--- config.mk ---
export PLATFORM = sky130hd
export DESIGN_NAME = alu_input_sequencer
export DESIGN_NICKNAME = d
export VERILOG_FILES = /design/src/rtl/alu_input_sequencer.sv
export SDC_FILE = /design/constraint.sdc
export NUM_CORES = 1
export LEC_CHECK = 0
export CORE_MARGIN = 1.5
export CORE_UTILIZATION = 30
export CTS_BUF_LIST = sky130_fd_sc_hd__clkbuf_4 sky130_fd_sc_hd__clkbuf_8
export CTS_CLUSTER_DIAMETER = 60
export CTS_CLUSTER_SIZE = 24
export DETAILED_ROUTE_END_ITERATION = 6
export GPL_ROUTABILITY_DRIVEN = 0
export PLACE_DENSITY = 0.7
export SYNTH_ARGS = -nofsm -noshare
export SYNTH_HDL_FRONTEND = slang
export SYNTH_SLANG_ARGS = --single-unit
--- constraint.sdc ---
create_clock -name clk -period 2 [get_ports clk]
set_input_delay 0.4 -clock clk [delete_from_list [all_inputs] [get_ports clk]]
set_output_delay 0.4 -clock clk [all_outputs]
set_load 0.01 [all_outputs]
--- src/rtl/alu_input_sequencer.sv ---
// alu_input_sequencer
// Front end for the 8-bit ALU select stage. Successive presses of the enter
// button load operand A, operand B and a 4-bit opcode from the switches.
// The ALU result is then captured into a held register for display.
// Completed operations are counted, and opcodes with no ALU function
// (4'hD, 4'hE) are flagged.
//
// Optional feature macro: ALU_CHAIN_EN
//   When defined, a press in SHOW copies the held result into operand A and
//   goes straight to LOAD_B, so that results chain into the next operation.
//   When undefined, a press in SHOW returns to LOAD_A and A is left as is.
module alu_input_sequencer (
    input  logic       clk,
    input  logic       reset,
    input  logic [7:0] sw,
    input  logic       enter,
    input  logic [7:0] alu_x,
    output logic [7:0] a_out,
    output logic [7:0] b_out,
    output logic [3:0] sel_out,
    output logic [7:0] result,
    output logic [2:0] stage,
    output logic       done,
    output logic       bad_op,
    output logic [7:0] op_count
);

    // State encodings are visible on the LEDs, so they are fixed values
    localparam logic [2:0] ST_LOAD_A  = 3'd0;
    localparam logic [2:0] ST_LOAD_B  = 3'd1;
    localparam logic [2:0] ST_LOAD_OP = 3'd2;
    localparam logic [2:0] ST_EXEC    = 3'd3;
    localparam logic [2:0] ST_SHOW    = 3'd4;

    logic [2:0] state_reg;
    logic [2:0] state_next;
    logic       enter_q_reg;
    logic       press;

    logic [7:0] a_reg;
    logic [7:0] b_reg;
    logic [3:0] sel_reg;
    logic [7:0] result_reg;
    logic       bad_op_reg;
    logic [7:0] op_count_reg;

    // A single rising edge of enter is one press, however long it is held
    assign press = enter & ~enter_q_reg;

    // Previous enter level, used for the rising-edge detector
    always_ff @(posedge clk) begin
        if (reset) begin
            enter_q_reg <= 1'b0;
        end else begin
            enter_q_reg <= enter;
        end
    end

    // State register
    always_ff @(posedge clk) begin
        if (reset) begin
            state_reg <= ST_LOAD_A;
        end else begin
            state_reg <= state_next;
        end
    end

    // Next-state logic: EXEC advances on its own; every other state waits for a press
    always_comb begin
        state_next = state_reg;
        case (state_reg)
            ST_LOAD_A:  if (press) state_next = ST_LOAD_B;
            ST_LOAD_B:  if (press) state_next = ST_LOAD_OP;
            ST_LOAD_OP: if (press) state_next = ST_EXEC;
            ST_EXEC:    state_next = ST_SHOW;
            ST_SHOW: begin
                if (press) begin
`ifdef ALU_CHAIN_EN
                    state_next = ST_LOAD_B;
`else
                    state_next = ST_LOAD_A;
`endif
                end
            end
            // Encodings 5-7 are never entered normally; recover to LOAD_A
            default:    state_next = ST_LOAD_A;
        endcase
    end

    // Output decode: done is a pure decode of SHOW, with no register of its own
    always_comb begin
        done  = (state_reg == ST_SHOW);
        stage = state_reg;
    end

    // Datapath registers: switches are sampled only on a press in the matching state
    always_ff @(posedge clk) begin
        if (reset) begin
            a_reg        <= 8'h00;
            b_reg        <= 8'h00;
            sel_reg      <= 4'h0;
            result_reg   <= 8'h00;
            bad_op_reg   <= 1'b0;
            op_count_reg <= 8'h00;
        end else begin
            case (state_reg)
                ST_LOAD_A: begin
                    if (press) a_reg <= sw;
                end
                ST_LOAD_B: begin
                    if (press) b_reg <= sw;
                end
                ST_LOAD_OP: begin
                    if (press) begin
                        sel_reg    <= sw[3:0];
                        bad_op_reg <= (sw[3:0] == 4'hD) || (sw[3:0] == 4'hE);
                    end
                end
                ST_EXEC: begin
                    // ALU has had a full cycle with stable a/b/select here
                    result_reg   <= alu_x;
                    op_count_reg <= op_count_reg + 8'd1;
                end
                ST_SHOW: begin
`ifdef ALU_CHAIN_EN
                    if (press) a_reg <= result_reg;
`endif
                end
                default: begin
                end
            endcase
        end
    end

    assign a_out    = a_reg;
    assign b_out    = b_reg;
    assign sel_out  = sel_reg;
    assign result   = result_reg;
    assign bad_op   = bad_op_reg;
    assign op_count = op_count_reg;

endmodule

After elaboration in Yosys (flattened, before gate mapping) --
Cells that the tools add are included.
Storage, ports and cells: register bits after elaboration 41, bits in latches 0, bits in writable memories 0, memory bits (read-only) 0, input bits 19, output and inout bits 41, logic and storage cells 32, memories kept 0
Cells by class: add/subtract/negate cells 1, multipliers 0, div/mod/pow operators 0, magnitude comparators 0, equality and inequality tests 10, shifts and indexed selects 0, muxes and demuxes 5, bitwise logic cells 2, reduce and logical (&&, ||, !) cells 6
Operators by type and width (count):
- $pmux 3 s5 | 1
- $mux 3 | 4
- $add 8x1->8 const B | 1
- $eq 4x4->1 const B | 2
- $eq 3x2->1 const B | 2
- $ne 2x2->1 const B | 3
- $reduce_and 2->1 | 3
- $reduce_and 4->1 | 1
- $eq 3x1->1 const B | 1
- $eq 3x3->1 const B | 1
- $logic_not 3->1 | 1
- $ne 2x1->1 const B | 1
- $and 1x1->1 | 1
- $logic_or 1x1->1 | 1
- $not 1->1 | 1

Longest topological paths before layout --
Gate-level depths: netlist of run 1.
depth after elaboration 4, mapped depth 5, gate-level depth less buffers 4

Worst setup path after synthesis of run 1 --
Ideal clock, no wire load.
kind reg2reg, start register state_reg[2], in the netlist stage[2], end register bad_op_reg, in the netlist bad_op, setup time 0.070 ns, arrival time 1.517 ns, data required time 1.930 ns, path slack 0.413 ns, stages on the path, launching flop included 4, path buffers 0, period minus slack after synthesis 1.587 ns, cell sequence dfxtp_1 or4b_4 or4_1 a21oi_1
Between the ends: longest elaborated chain between the ends 2
RTL lines:
- from (decl) | line 35 | logic [2:0] state_reg;
- from (signal assigned) | line 64 | state_reg <= state_next;
- $eq 3x2->1 | line 106 | case (state_reg)
- $reduce_and 2->1 (no line)
- to (signal assigned) | line 116 | bad_op_reg <= (sw[3:0] == 4'hD) || (sw[3:0] == 4'hE);
- to (decl) | line 44 | logic bad_op_reg;
Every way passes these cells. A chain may end at the register's enable or synchronous reset.

Worst setup path in the final report of run 1 --
start register state_reg[0], in the netlist stage[0], end output done
Between the ends: longest elaborated chain between the ends 1
RTL lines:
- $eq 3x3->1 | line 92 | done = (state_reg == ST_SHOW);
- to (decl) | line 23 | output logic done,
Every way passes these cells.

==> results.ini, run 1 <==
[status]
status=completed

[finish]
final_design_area_no_fill_um2=2475
layout_common_cells=59 x clkdlybuf4s50_1, 39 x dfxtp_1, 37 x a21oi_1, 24 x o21ai_0
final_common_cell=clkdlybuf4s50_1
multi_input_area_um2=762.0
final_cells=331
antennaDiodeCount=0
seqCellArea_um2=823.3
area_delta_synth_final_pct=51.22
fin_nets=280
n_fill_cell=509
drive_gt1_share_pct=9.962

[critical_path]
path_class=flip-flop to primary output
slowest_stage=clkdlybuf4s50_1
required_ns=1.60
end_kind=primary output
crit-reg2reg-launch=stage[0]
critPathMaxFanout=9
start_kind=flip-flop
worstPathCellList=nor3b_2, clkdlybuf4s50_1
critPathArrivalTime_ns=1.49
critical_path_buf_inv_count=1
worst_path_dominant_cell_family=buffers and inverters
ff2ff_setup_slack_ns=0.37
startpoint=stage[0]
slowest_delay_ns=0.59

[timing]
slew_headroom_pct=64.72
hold_viol_final=0
slew_violations=0
tns_ns=0
fmax_ghz=0.5297
rsz0062_at_grt=no
final-setup-viol-count=0
worst_pin_slew_ns=0.5282
skew_ns=0.005599
period_needed_ns=1.888
min_period_over_period_pct=94.39

[clock_network]
cts_post_setup_buffers_inserted=0
cts_made_buffers=5
cts-root-buf=clkbuf_8
post_cts_resized=1
htreeDepth=2
clock_path_buffers=2
cts.clk_slew.worst_paths_ns=0.08
hold_buffers=0
clk_latency_ns=0.29
clkSinkCount=41
cts_tree=yes

[placed_design]
place_inst=323
numPortBuffers=59
place_area_um2=2366
hpwl_um=2896

[die]
dieArea_um2=5907
coreArea_um2=5172
start_util_pct=31.64
die_w_um=76.86
rows=26
num_io_pins=60
dieHeight_um=76.86

[power_and_ir_drop]
vdd_drop_max_uv=434.3
p_per_area_nw_per_um2=674.7
p_leak_nw=0.8380

[global_route]
grt_antenna_before_repair=0
grt_pass1_vias=1572
grt_pass1_wl_um=7113
grt.overflow.total=0
grt_usage_pct=14.53
grt_max_degree=34

[synth]
synth_top_area_share_pct=50.15
synthesis.nets=215
ys_types=31
syn_area_um2=1637
yosysSeqAreaShare_pct=50.15
synth-edff-count=0
synth_flop_cell=dfxtp_1
ys.warnings.count=0
syn_area_per_cell_um2=8.393
synth_area_leaders=dfxtp_1 50%, a21oi_1 11%, o21ai_0 7.3%
syn_inst=195
synth_top_area_cell=dfxtp_1
synth_seq_cells=41
async_flop_share_pct=0

[routing]
drt_wl_total_um=4048
ant_nets=0
viasPerCell=4.906
first_pass_iters=4
drtIter0Drc=57
vias=1624
drc_errors=0
wl_per_cell_um=12.23

[hold_path]
hp-start=result[2]
hp-class=flip-flop to flip-flop

[job]
cap_violations=0

==> where the power goes <==
group	switching, mW	internal [mW]	leakage (nW)
Clock	0.275	0.312	0.0542
Sequential	0.0172	0.839	0.333
Combinational	0.107	0.119	0.451
==> cells in the mapped netlist (3+ instances only) <==
cell type	count
nand2_1	21
nand3_1	21
clkbuf_1	11
o21ai_0	24
or3_1	3
or4_1	3
nor2_1	4
nor2b_1	3
a21oi_1	37
dfxtp_1	41
==> worst paths after layout <==
path | cells after the start | endpoint
worst max-delay path | 2 | done
worst min-delay path | 2 | result[2]
worst max register to register | 3 | bad_op
worst min register to register | 2 | result[2]
==> layout make-up <==
class	instances	area share [%]
well taps	70	3.539
clock buffers	7	3.893
repair buffers	71	28.01
multi-input cells	139	30.79
clock inverters	1	0.2022
inverters	2	0.3033
flip-flops and latches	41	33.27
==> tightest hold or removal path: stages (launching register included) <==
cell     delay (ns)
dfxtp_1        0.31
nand2_1        0.05
a21oi_1        0.05
==> logic make-up after synthesis <==
logic type	count (synthesis)	synth area share, %
AO/OA/AOI/OAI	63	19.57
XOR/XNOR	3	1.606
adder cells (fa/ha/maj)	1	0.7644
buffers and inverters	15	3.593
flip-flops	41	50.15
multiplexers	1	0.6116
AND/OR/NAND/NOR	71	23.70
==> metal layers <==
| metal | routed length [um] | global-route usage (%) | share of wire (%) |
|---|---|---|---|
| met4 | 43 | 4.074 | 1.1 |
| met2 | 1969 | 24.87 | 49 |
| met3 | 206 | 4.048 | 5.1 |
| met1 | 1828 | 17.71 | 45 |
| met5 | 0 | 0 | 0 |
==> through the flow <==
step                      hold WS [ns]  utilization (%)  worst slack (ns)  power (mW)
after floorplan                 0.4716                -            0.4130      0.9725
after global placement          0.4417            45.74          -0.03351       1.097
after detailed placement        0.4502            45.74          -0.06875       1.101
after CTS                       0.4580            47.80           0.04392       1.688
after global routing            0.4696            47.85           0.06326       1.740
final                           0.4561            47.85            0.1123       1.670
(Power assumes the default switching activity.)
==> inputs of run 2 (changes only) <==
- GPL_TIMING_DRIVEN: default -> 1
==> results of run 2 <==
No change in the layout: final DEF, timing and power equal those of run 1.
